### src/rtl/demux_rr.sv
// Round-robin 1:2 demultiplexer: splits one word stream into two lanes, each
// buffered by a small FIFO with ready/valid backpressure.
module demux_rr #(
    parameter int unsigned WIDTH = 4,
    parameter int unsigned DEPTH = 2
) (
    input  logic             clk,
    input  logic             reset,
    input  logic [WIDTH-1:0] data_in,
    input  logic             valid_in,
    output logic             ready_in,
    output logic [WIDTH-1:0] data_0,
    output logic             valid_0,
    input  logic             ready_0,
    output logic [WIDTH-1:0] data_1,
    output logic             valid_1,
    input  logic             ready_1,
    output logic             lane_sel
);

    localparam int unsigned PTR_W = (DEPTH > 1) ? $clog2(DEPTH) : 1;
    localparam int unsigned CNT_W = PTR_W + 1;

    typedef enum logic {
        LANE0 = 1'b0,
        LANE1 = 1'b1
    } lane_t;

    lane_t state, state_next;

    logic [WIDTH-1:0] mem    [2][DEPTH];
    logic [PTR_W-1:0] rd_ptr [2];
    logic [PTR_W-1:0] wr_ptr [2];
    logic [CNT_W-1:0] count  [2];

    logic       accept;
    logic [1:0] push;
    logic [1:0] pop;
    logic [1:0] lane_valid;
    logic [1:0] lane_full;
    logic [1:0] lane_ready;

    // Per-lane occupancy flags and handshakes
    always_comb begin
        lane_valid = '0;
        lane_full  = '0;
        for (int i = 0; i < 2; i++) begin
            lane_valid[i] = (count[i] != '0);
            lane_full[i]  = (count[i] == CNT_W'(DEPTH));
        end
        lane_ready = {ready_1, ready_0};
        pop        = lane_valid & lane_ready;
        accept     = valid_in && ready_in;
        push       = '0;
        if (accept) begin
            push[lane_sel] = 1'b1;
        end
    end

    // Lane pointer state register
    always_ff @(posedge clk) begin
        if (reset) begin
            state <= LANE0;
        end else begin
            state <= state_next;
        end
    end

    // Lane pointer advances only on an accepted word
    always_comb begin
        state_next = state;
        if (accept) begin
            state_next = (state == LANE0) ? LANE1 : LANE0;
        end
    end

    // Lane pointer outputs; ready_in sees only registered state
    always_comb begin
        lane_sel = (state == LANE1);
        ready_in = !lane_full[lane_sel];
    end

    // FIFO pointers and counts
    always_ff @(posedge clk) begin
        if (reset) begin
            for (int i = 0; i < 2; i++) begin
                rd_ptr[i] <= '0;
                wr_ptr[i] <= '0;
                count[i]  <= '0;
            end
        end else begin
            for (int i = 0; i < 2; i++) begin
                if (push[i]) begin
                    wr_ptr[i] <= wr_ptr[i] + 1'b1;
                end
                if (pop[i]) begin
                    rd_ptr[i] <= rd_ptr[i] + 1'b1;
                end
                case ({push[i], pop[i]})
                    2'b10:   count[i] <= count[i] + 1'b1;
                    2'b01:   count[i] <= count[i] - 1'b1;
                    default: count[i] <= count[i];
                endcase
            end
        end
    end

    // FIFO storage needs no reset; occupancy gates what is visible
    always_ff @(posedge clk) begin
        for (int i = 0; i < 2; i++) begin
            if (!reset && push[i]) begin
                mem[i][wr_ptr[i]] <= data_in;
            end
        end
    end

    assign valid_0 = lane_valid[0];
    assign valid_1 = lane_valid[1];
    assign data_0  = lane_valid[0] ? mem[0][rd_ptr[0]] : '0;
    assign data_1  = lane_valid[1] ? mem[1][rd_ptr[1]] : '0;

endmodule
### config.mk
export PLATFORM = sky130hd
export DESIGN_NAME = demux_rr
export DESIGN_NICKNAME = d
export VERILOG_FILES = /design/src/rtl/demux_rr.sv
export SDC_FILE = /design/constraint.sdc
export NUM_CORES = 1
export LEC_CHECK = 0
export BUFFER_PORTS_ARGS = -buffer_cell sky130_fd_sc_hd__buf_2
export CAP_MARGIN = 10
export CORE_MARGIN = 2
export CORE_UTILIZATION = 54
export CTS_BUF_LIST = sky130_fd_sc_hd__clkbuf_16
export DETAILED_ROUTE_END_ITERATION = 16
export PLACE_DENSITY = 0.82
export REMOVE_ABC_BUFFERS = 1
export SLEW_MARGIN = 20
export SYNTH_ARGS = -nofsm -noshare
export SYNTH_HDL_FRONTEND = slang
export SYNTH_SLANG_ARGS = --single-unit
### constraint.sdc
create_clock -name clk -period 2.3 [get_ports clk]
set_input_delay 0.46 -clock clk [delete_from_list [all_inputs] [get_ports clk]]
set_output_delay 0.46 -clock clk [all_outputs]
set_load 0.05 [all_outputs]
==> results.toml, run 1 <==
[outcome]
status = "completed"

[worst_setup_path]
cp-end-kind = "register"
crit_arrival_ps = 2060
reg2reg_depth = 6
r2r_setup_slack_ps = 240
critPathLaunchType = "register"
worstPathMaxFanout = 5
r2r-end = "count[1][1]"
rr_startpoint = "count[0][0]"
cp.required_ps = 2300
path_class = "reg -> reg"

[clocking]
tritoncts = "yes"
cts_htree_levels = 1
clock_latency_ps = 260
cts_max_path_buffers = 2
cts.clk_slew.worst_paths_ps = 60
clock-sinks = 25
cts_resized = 0
cts_buffers = 3
ctsHoldBuffers = 0
cts_setup_buffers = 0
clock-root-buffer = "clkbuf_16"

[grt]
overflow = 0
grt_pass1_wl_um = 3390
grt_max_degree = 18
grtUsageTotal_pct = 17.8
grt_pass1_vias = 707
antenna_found_initial = 0

[sta]
timing.final.crit_period_ps = 2060
final-setup-viol-count = 0
clock_skew_ps = 3.94
drv_slew = 0
grt_setup_unrepaired = "false"
tns_ps = 0
tightestPinTransition_ps = 666
slew_headroom_pct = 55.5
hold_violations = 0
finalCritPeriodShare_pct = 89.6
max_freq_ghz = 0.485
setup_ws_ps = 240

[final_layout]
syn_to_final_growth_pct = 16.3
fin_nets = 134
utilization_pct = 66.0
drive_gt1_share_pct = 26.9
n_antenna_cell = 0

[synth]
async_flop_share_pct = 0
ys_types = 26
ys_ff_latch = 25
ys_warn_count = 0
syn_inst = 98
synth-edff-count = 24
syn_area_per_cell_um2 = 12.7
ys_seq_area_share_pct = 59.6
syn-cell-area_um2 = 1240
synth_ff_type = "edfxtp_1"

[floorplanning]
fp.coreArea_um2 = 2190
rows = 17
dieArea_um2 = 2700
die_h_um = 52.0
die_w_um = 52.0
initial_core_util_pct = 56.8
io-pin-count = 21

[flow_run]
maxCapViolCount = 0

[hold_path]
holdPathStages = 1
hp-class = "in -> reg"
min_to = "mem[0][10]"
holdCritStartpoint = "data_in[2]"

[route]
dr.pass1.iters = 4
routed_via_density = 5.24
dr.first_iter.drc_count = 17
drc = 0
wl_um = 2140
ant_nets = 0
avgRoutedWirePerCell_um = 14.5
vias = 771

[power]
leakage_nw = 0.594
peakVddDrop_uv = 716
p_per_area_nw_per_um2 = 1040
power.total_mw = 1.50

[place]
place_hpwl_um = 1630
io_buffers = 20
gp_congestion = 0.799
pre_cts_ws_ps = 267
[kinds of logic (layout without fill, tap and decap cells)]
family	after synthesis	after routing	share of synthesized area, %
xor gates and xnor gates	1	1	0.704
AOI/OAI and AO/OA	7	7	3.62
and+or+nand+nor	39	39	19.9
muxes	9	9	7.24
adders and majority gates	5	5	5.03
DFF	25	25	59.6
buffers and inverters	12	33	3.92
[through the flow]
step,cells,instance area (um^2),hold slack [ps]
2_1_floorplan,95,1230,539
3_3_place_gp,143,1360,581
3_5_place_dp,143,1360,586
4_1_cts,147,1450,415
5_1_grt,147,1450,423
6_report,147,1450,418
[routing by layer]
layer | vias up | global-route usage [%] | share of wire [%]
met3 | 3 | 3.16 | 7.0
met4 | 0 | 5.26 | 0.89
li1 | 386 | - | -
met1 | 350 | 24.8 | 45
met5 | - | 0 | 0
met2 | 32 | 28.5 | 47
[state kept, by name, summed over array words and instances (netlist names)]
register	cells
mem	16
count	4
rd_ptr	2
wr_ptr	2
lane_sel	1
[worst max-delay path, stage by stage (launching register included)]
cell	delay [ps]
edfxtp_1	450
o21ai_1	300
inv_1	90
ha_1	350
nor4_4	380
nand3b_1	160
a21oi_1	60
[cell usage after synthesis (2+ instances only)]
cell type  count  area share (%)
a21oi_1        2            0.80
buf_2          3             1.2
edfxtp_1      24              58
ha_1           5             5.0
inv_1          9             2.7
mux2i_1        9             7.2
nand2_1        2            0.60
nand2b_1       6             3.0
nor2_1        17             5.1
nor3_1         3             1.2
nor4b_2        2             2.4
o21bai_1       2             1.2
[area by class of cell]
| cell class | count | area (um^2) |
|---|---|---|
| flip-flops and latches | 25 | 741 |
| fillers | 172 | 744 |
| well taps | 28 | 35.0 |
| clock inverters | 1 | 7.51 |
| multi-input cells | 61 | 454 |
| clock buffers | 3 | 75.1 |
| repair buffers | 20 | 100 |
| inverters | 9 | 33.8 |
[placed cells by master (no fill, tap or decap), drive strengths merged]
| master | synthesis | final |
|---|---|---|
| a21o | 1 | 1 |
| nand3 | 1 | 1 |
| nand2 | 2 | 2 |
| clkinvlp | 0 | 1 |
| mux2i | 9 | 9 |
| nor3 | 3 | 3 |
| buf | 3 | 20 |
| a211oi | 1 | 1 |
| clkbuf | 0 | 3 |
| nor2 | 17 | 17 |
| ha | 5 | 5 |
| dfxtp | 1 | 1 |
| nor4b | 2 | 2 |
| nor4 | 1 | 1 |
| inv | 9 | 9 |
| nand2b | 7 | 7 |
| or3b | 1 | 1 |
| nor3b | 2 | 2 |
| o21ai | 1 | 1 |
| o21bai | 2 | 2 |
| nand3b | 2 | 2 |
| a21oi | 2 | 2 |
| xor2 | 1 | 1 |
| edfxtp | 24 | 24 |
| or2 | 1 | 1 |
[power breakdown]
part           switching, mW  internal, mW  leakage [nW]
clock network          0.147         0.236        0.0371
logic                  0.363         0.157         0.320
registers             0.0451         0.557         0.237
[worst max path at each step]
stage                   to         from  cells past startpoint
2_1_floorplan  count[1][1]     lane_sel                      5
4_1_cts        count[1][1]  count[0][0]                      6
3_3_place_gp   count[1][1]  count[1][0]                      8
6_report       count[1][1]  count[0][0]                      6
5_1_grt        count[1][1]  count[0][0]                      6
3_5_place_dp   count[1][1]  count[0][0]                      6
Note: power is estimated with default switching activity, not from simulation.
==> run 2: changes to the inputs <==
--- a/config.mk
+++ b/config.mk
@@ -12,6 +12,7 @@
 export CTS_BUF_LIST = sky130_fd_sc_hd__clkbuf_16
 export DETAILED_ROUTE_END_ITERATION = 16
 export PLACE_DENSITY = 0.82
+export RECOVER_POWER = 50
 export REMOVE_ABC_BUFFERS = 1
 export SLEW_MARGIN = 20
 export SYNTH_ARGS = -nofsm -noshare
==> run 2 against run 1 <==
Effect of this change:
- sequential power is essentially flat
- count of clock-buffer cells in the layout is the same
- sequential share of layout area grew 0.81 points
- clock power is essentially flat
- total power shrank 0.62%
- setup slack gained 2.3 ps
- maximum frequency grew 0.11%
- core utilization shrank 1.0 points
- final cell count is the same
- critical path depth is the same
- global-route usage is the same
- worst hold slack gained 52 ps
==> results.toml, run 2 (same netlist as run 1, synthesis figures left out) <==
[sta]
clock_skew_ps = 2.34
max_freq_ghz = 0.486
drv_slew = 0
tns_ps = 0
grt_setup_unrepaired = "false"
timing.final.crit_period_ps = 2060
hold_violations = 0
slew_headroom_pct = 56.1
final-setup-viol-count = 0
finalCritPeriodShare_pct = 89.5
tightestPinTransition_ps = 656

[hold_path]
holdPathStages = 1
holdCritStartpoint = "data_in[2]"
min_to = "mem[0][10]"
hp-class = "in -> reg"

[clocking]
cts_max_path_buffers = 2
cts_htree_levels = 1
cts_resized = 0
ctsHoldBuffers = 0
tritoncts = "yes"
cts_buffers = 3
cts_setup_buffers = 0
clock-sinks = 25
clock-root-buffer = "clkbuf_16"
cts.clk_slew.worst_paths_ps = 60
clock_latency_ps = 260

[floorplanning]
io-pin-count = 21
rows = 17
die_w_um = 52.0
dieArea_um2 = 2700
die_h_um = 52.0
initial_core_util_pct = 56.8
fp.coreArea_um2 = 2190

[worst_setup_path]
r2r_setup_slack_ps = 240
critical_path.cell_chain = "o21ai_1 > inv_1 > ha_1 > nor4_4 > nand3b_1 > a21oi_1"
crit_arrival_ps = 2060
crit_buf_inv = 1
path_class = "reg -> reg"
rr_startpoint = "count[0][0]"
crit_slowest_cell = "edfxtp_1"
crit_family = "simple AND/OR/NAND/NOR gates"
slowest_delay_ps = 450
worstPathMaxFanout = 5
critPathLaunchType = "register"
cp-end-kind = "register"
r2r-end = "count[1][1]"
cp.required_ps = 2300
reg2reg_depth = 6

[power]
p_per_area_nw_per_um2 = 1050
peakVddDrop_uv = 713
leakage_nw = 0.575

[grt]
antenna_found_initial = 0
grtUsageTotal_pct = 17.8
overflow = 0
grt_max_degree = 18
grt_pass1_vias = 707
grt_pass1_wl_um = 3390

[route]
routed_via_density = 5.34
wl_um = 2130
dr.first_iter.drc_count = 20
dr.pass1.iters = 4
drc = 0
avgRoutedWirePerCell_um = 14.5
ant_nets = 0
vias = 785

[flow_run]
maxCapViolCount = 0

[place]
io_buffers = 20
placed_area_um2 = 1360
gp_congestion = 0.799
place_hpwl_um = 1630

[final_layout]
ff_latch_area_um2 = 741
multi_input_area_um2 = 438
n_fill_cell = 180
largest_register_ff_count = 16
n_antenna_cell = 0
fin_nets = 134
fin_area_um2 = 1420
layout_common_cells = "edfxtp_1 (24), nor2_1 (17), buf_2 (15)"
drive_gt1_share_pct = 20.2
syn_to_final_growth_pct = 14.5
layout_commonest_cell = "edfxtp_1"

[outcome]
status = "completed"
==> run 2: changes by cell type in the layout (fill, tap and decap cells not counted) <==
cell,delta
nor3b_1,+1
nor4b_1,+1
nand3_2,-1
nand3_1,+1
nor4b_2,-1
clkbuf_1,+5
nor3b_2,-1
buf_2,-5
==> run 2: worst max path at each step <==
stage                      startpoint           to  slack [ps]  depth (start not counted)
after floorplan              lane_sel  count[1][1]         290                          5
after global placement    count[1][0]  count[1][1]         350                          8
after detailed placement  count[0][0]  count[1][1]         270                          6
after CTS                 count[0][0]  count[1][1]         250                          6
after global routing      count[0][0]  count[1][1]         110                          6
final                     count[0][0]  count[1][1]         240                          6
==> run 2: layout make-up <==
type	count	area share [%]
clock inverters	1	0.527
repair buffers	20	6.59
clock buffers	3	5.27
flip-flops and latches	25	52.0
inverters	9	2.37
well taps	28	2.46
multi-input cells	61	30.8
==> run 2: per-layer routing <==
layer | GRT usage [%] | routed length (um)
met1 | 24.8 | 941
met2 | 28.5 | 984
met3 | 3.16 | 180
met4 | 5.26 | 19
met5 | 0 | 0
==> run 2: power breakdown <==
part / switching [mW] / internal (mW)
combinational: 0.360 / 0.153
clock: 0.146 / 0.236
sequential: 0.0441 / 0.557
total: 0.550 / 0.946
==> run 2: stage by stage <==
stage                     hold WS (ps)  util, %  cells  power [mW]  setup WS, ps
after floorplan                    539        -     95        1.01           289
after global routing               487     65.0    147        1.57           112
final                              470     65.0    147        1.50           242
after global placement             581     62.3    143        1.12           346
after CTS                          415     66.0    147        1.51           247
after detailed placement           586     62.3    143        1.13           267
==> run 2: worst reg2reg max path: stages, from the launching register on <==
cell	delay [ps]
edfxtp_1	450
o21ai_1	300
inv_1	90
ha_1	350
nor4_4	380
nand3b_1	160
a21oi_1	60
==> run 3: changes to the inputs <==
--- a/config.mk
+++ b/config.mk
@@ -5,7 +5,7 @@
 export SDC_FILE = /design/constraint.sdc
 export NUM_CORES = 1
 export LEC_CHECK = 0
-export BUFFER_PORTS_ARGS = -buffer_cell sky130_fd_sc_hd__buf_2
+export BUFFER_PORTS_ARGS = -buffer_cell sky130_fd_sc_hd__clkbuf_2
 export CAP_MARGIN = 10
 export CORE_MARGIN = 2
 export CORE_UTILIZATION = 54
==> run 3 against run 2 <==
Effect of this change:
- routed wire length grew 2.8%
- register-to-register slack lost 40 ps
- combinational power is essentially flat
- total power shrank 0.10%
- setup slack lost 36 ps
- first-iteration DRC count shrank 10%
==> results.toml, run 3 (same netlist as run 1, synthesis figures left out) <==
[final_layout]
n_antenna_cell = 0
fin_area_um2 = 1430
syn_to_final_growth_pct = 14.8
largest_register_ff_count = 16
layout_common_cells = "edfxtp_1 (24), nor2_1 (17), clkbuf_2 (14)"
fin_nets = 134
n_fill_cell = 170
drive_gt1_share_pct = 20.2
layout_commonest_cell = "edfxtp_1"

[floorplanning]
rows = 17
initial_core_util_pct = 56.8
die_h_um = 52.0
die_w_um = 52.0
dieArea_um2 = 2700
io-pin-count = 21
fp.coreArea_um2 = 2190

[grt]
antenna_found_initial = 0
grt_max_degree = 18
grt_pass1_wl_um = 3600
grt_pass1_vias = 747
overflow = 0
grtUsageTotal_pct = 18.8

[worst_setup_path]
critPathLaunchType = "register"
slowest_delay_ps = 470
cp.required_ps = 2270
crit_slowest_cell = "edfxtp_1"
cpMostUsedCell = "nand3b_1"
path_class = "reg -> reg"
worstPathMaxFanout = 5
worst-path-stages = 6
cp-end-kind = "register"
crit_buf_inv = 0
crit_family = "simple AND/OR/NAND/NOR gates"
crit_arrival_ps = 2070
reg2reg_depth = 6
critical_path.cell_chain = "nand2b_2 > nand3b_1 > ha_1 > nor4_4 > nand3b_1 > a21oi_1"

[place]
gp_congestion = 0.770
placed_area_um2 = 1360
io_buffers = 20
place_hpwl_um = 1680

[sta]
finalCritPeriodShare_pct = 91.0
slew_headroom_pct = 49.9
tns_ps = 0
timing.final.crit_period_ps = 2090
hold_violations = 0
final-setup-viol-count = 0
grt_setup_unrepaired = "false"
max_freq_ghz = 0.478
drv_slew = 0
tightestPinTransition_ps = 751
clock_skew_ps = 2.03

[route]
routed_via_density = 5.41
drc = 0
avgRoutedWirePerCell_um = 14.9
ant_nets = 0
dr.pass1.iters = 4
vias = 796
wl_um = 2190
dr.first_iter.drc_count = 18

[hold_path]
holdPathStages = 1
hp-class = "in -> reg"

[clocking]
cts_max_path_buffers = 2
ctsHoldBuffers = 0
cts.clk_slew.worst_paths_ps = 60
clock-sinks = 25
clock-root-buffer = "clkbuf_16"
tritoncts = "yes"
clock_latency_ps = 250
cts_resized = 0
cts_buffers = 3
cts_htree_levels = 1
cts_setup_buffers = 0

[flow_run]
maxCapViolCount = 0

[power]
power.total_mw = 1.49
leakage_nw = 0.576
peakVddDrop_uv = 549
p_per_area_nw_per_um2 = 1050

[outcome]
status = "completed"
[run 3: path summary, 6_finish.rpt]
check | startpoint | end | slack (ps)
hold / removal | data_in[1] | mem[0][13] | 470
setup reg to reg | count[0][0] | count[1][1] | 210
setup / recovery | count[0][0] | count[1][1] | 210
hold reg to reg | lane_sel | lane_sel | 600
[run 3: final cells by class]
| cell class | instances | area (um^2) | share of cell area [%] |
|---|---|---|---|
| Tap cell | 28 | 35.0 | 2.45 |
| Timing Repair Buffer | 20 | 92.6 | 6.49 |
| Clock buffer | 3 | 75.1 | 5.26 |
| Multi-Input combinational cell | 61 | 445 | 31.2 |
| Inverter | 9 | 33.8 | 2.37 |
| Clock inverter | 1 | 5.00 | 0.351 |
| Sequential cell | 25 | 741 | 51.9 |
[run 3: per-stage QoR]
step | utilization [%] | setup slack (ps) | hold WS (ps) | cells
after detailed placement | 62.3 | 264 | 605 | 143
after global placement | 62.3 | 330 | 579 | 143
after global routing | 65.2 | 81.3 | 488 | 147
final | 65.2 | 206 | 471 | 147
after CTS | 65.9 | 256 | 419 | 147
after floorplan | - | 289 | 539 | 95
[run 3: metal layers]
layer | wire, um | track usage, %
met2 | 1150 | 31.4
met1 | 965 | 25.6
met4 | 0 | 6.58
met3 | 70 | 1.72
met5 | 0 | 0
[run 3: power breakdown]
| group | switching [mW] | total, mW | leakage, nW | internal (mW) |
|---|---|---|---|---|
| logic | 0.365 | 0.516 | 0.298 | 0.151 |
| clock network | 0.139 | 0.372 | 0.0409 | 0.233 |
| registers | 0.0482 | 0.606 | 0.237 | 0.558 |
| total | 0.552 | 1.49 | 0.576 | 0.942 |
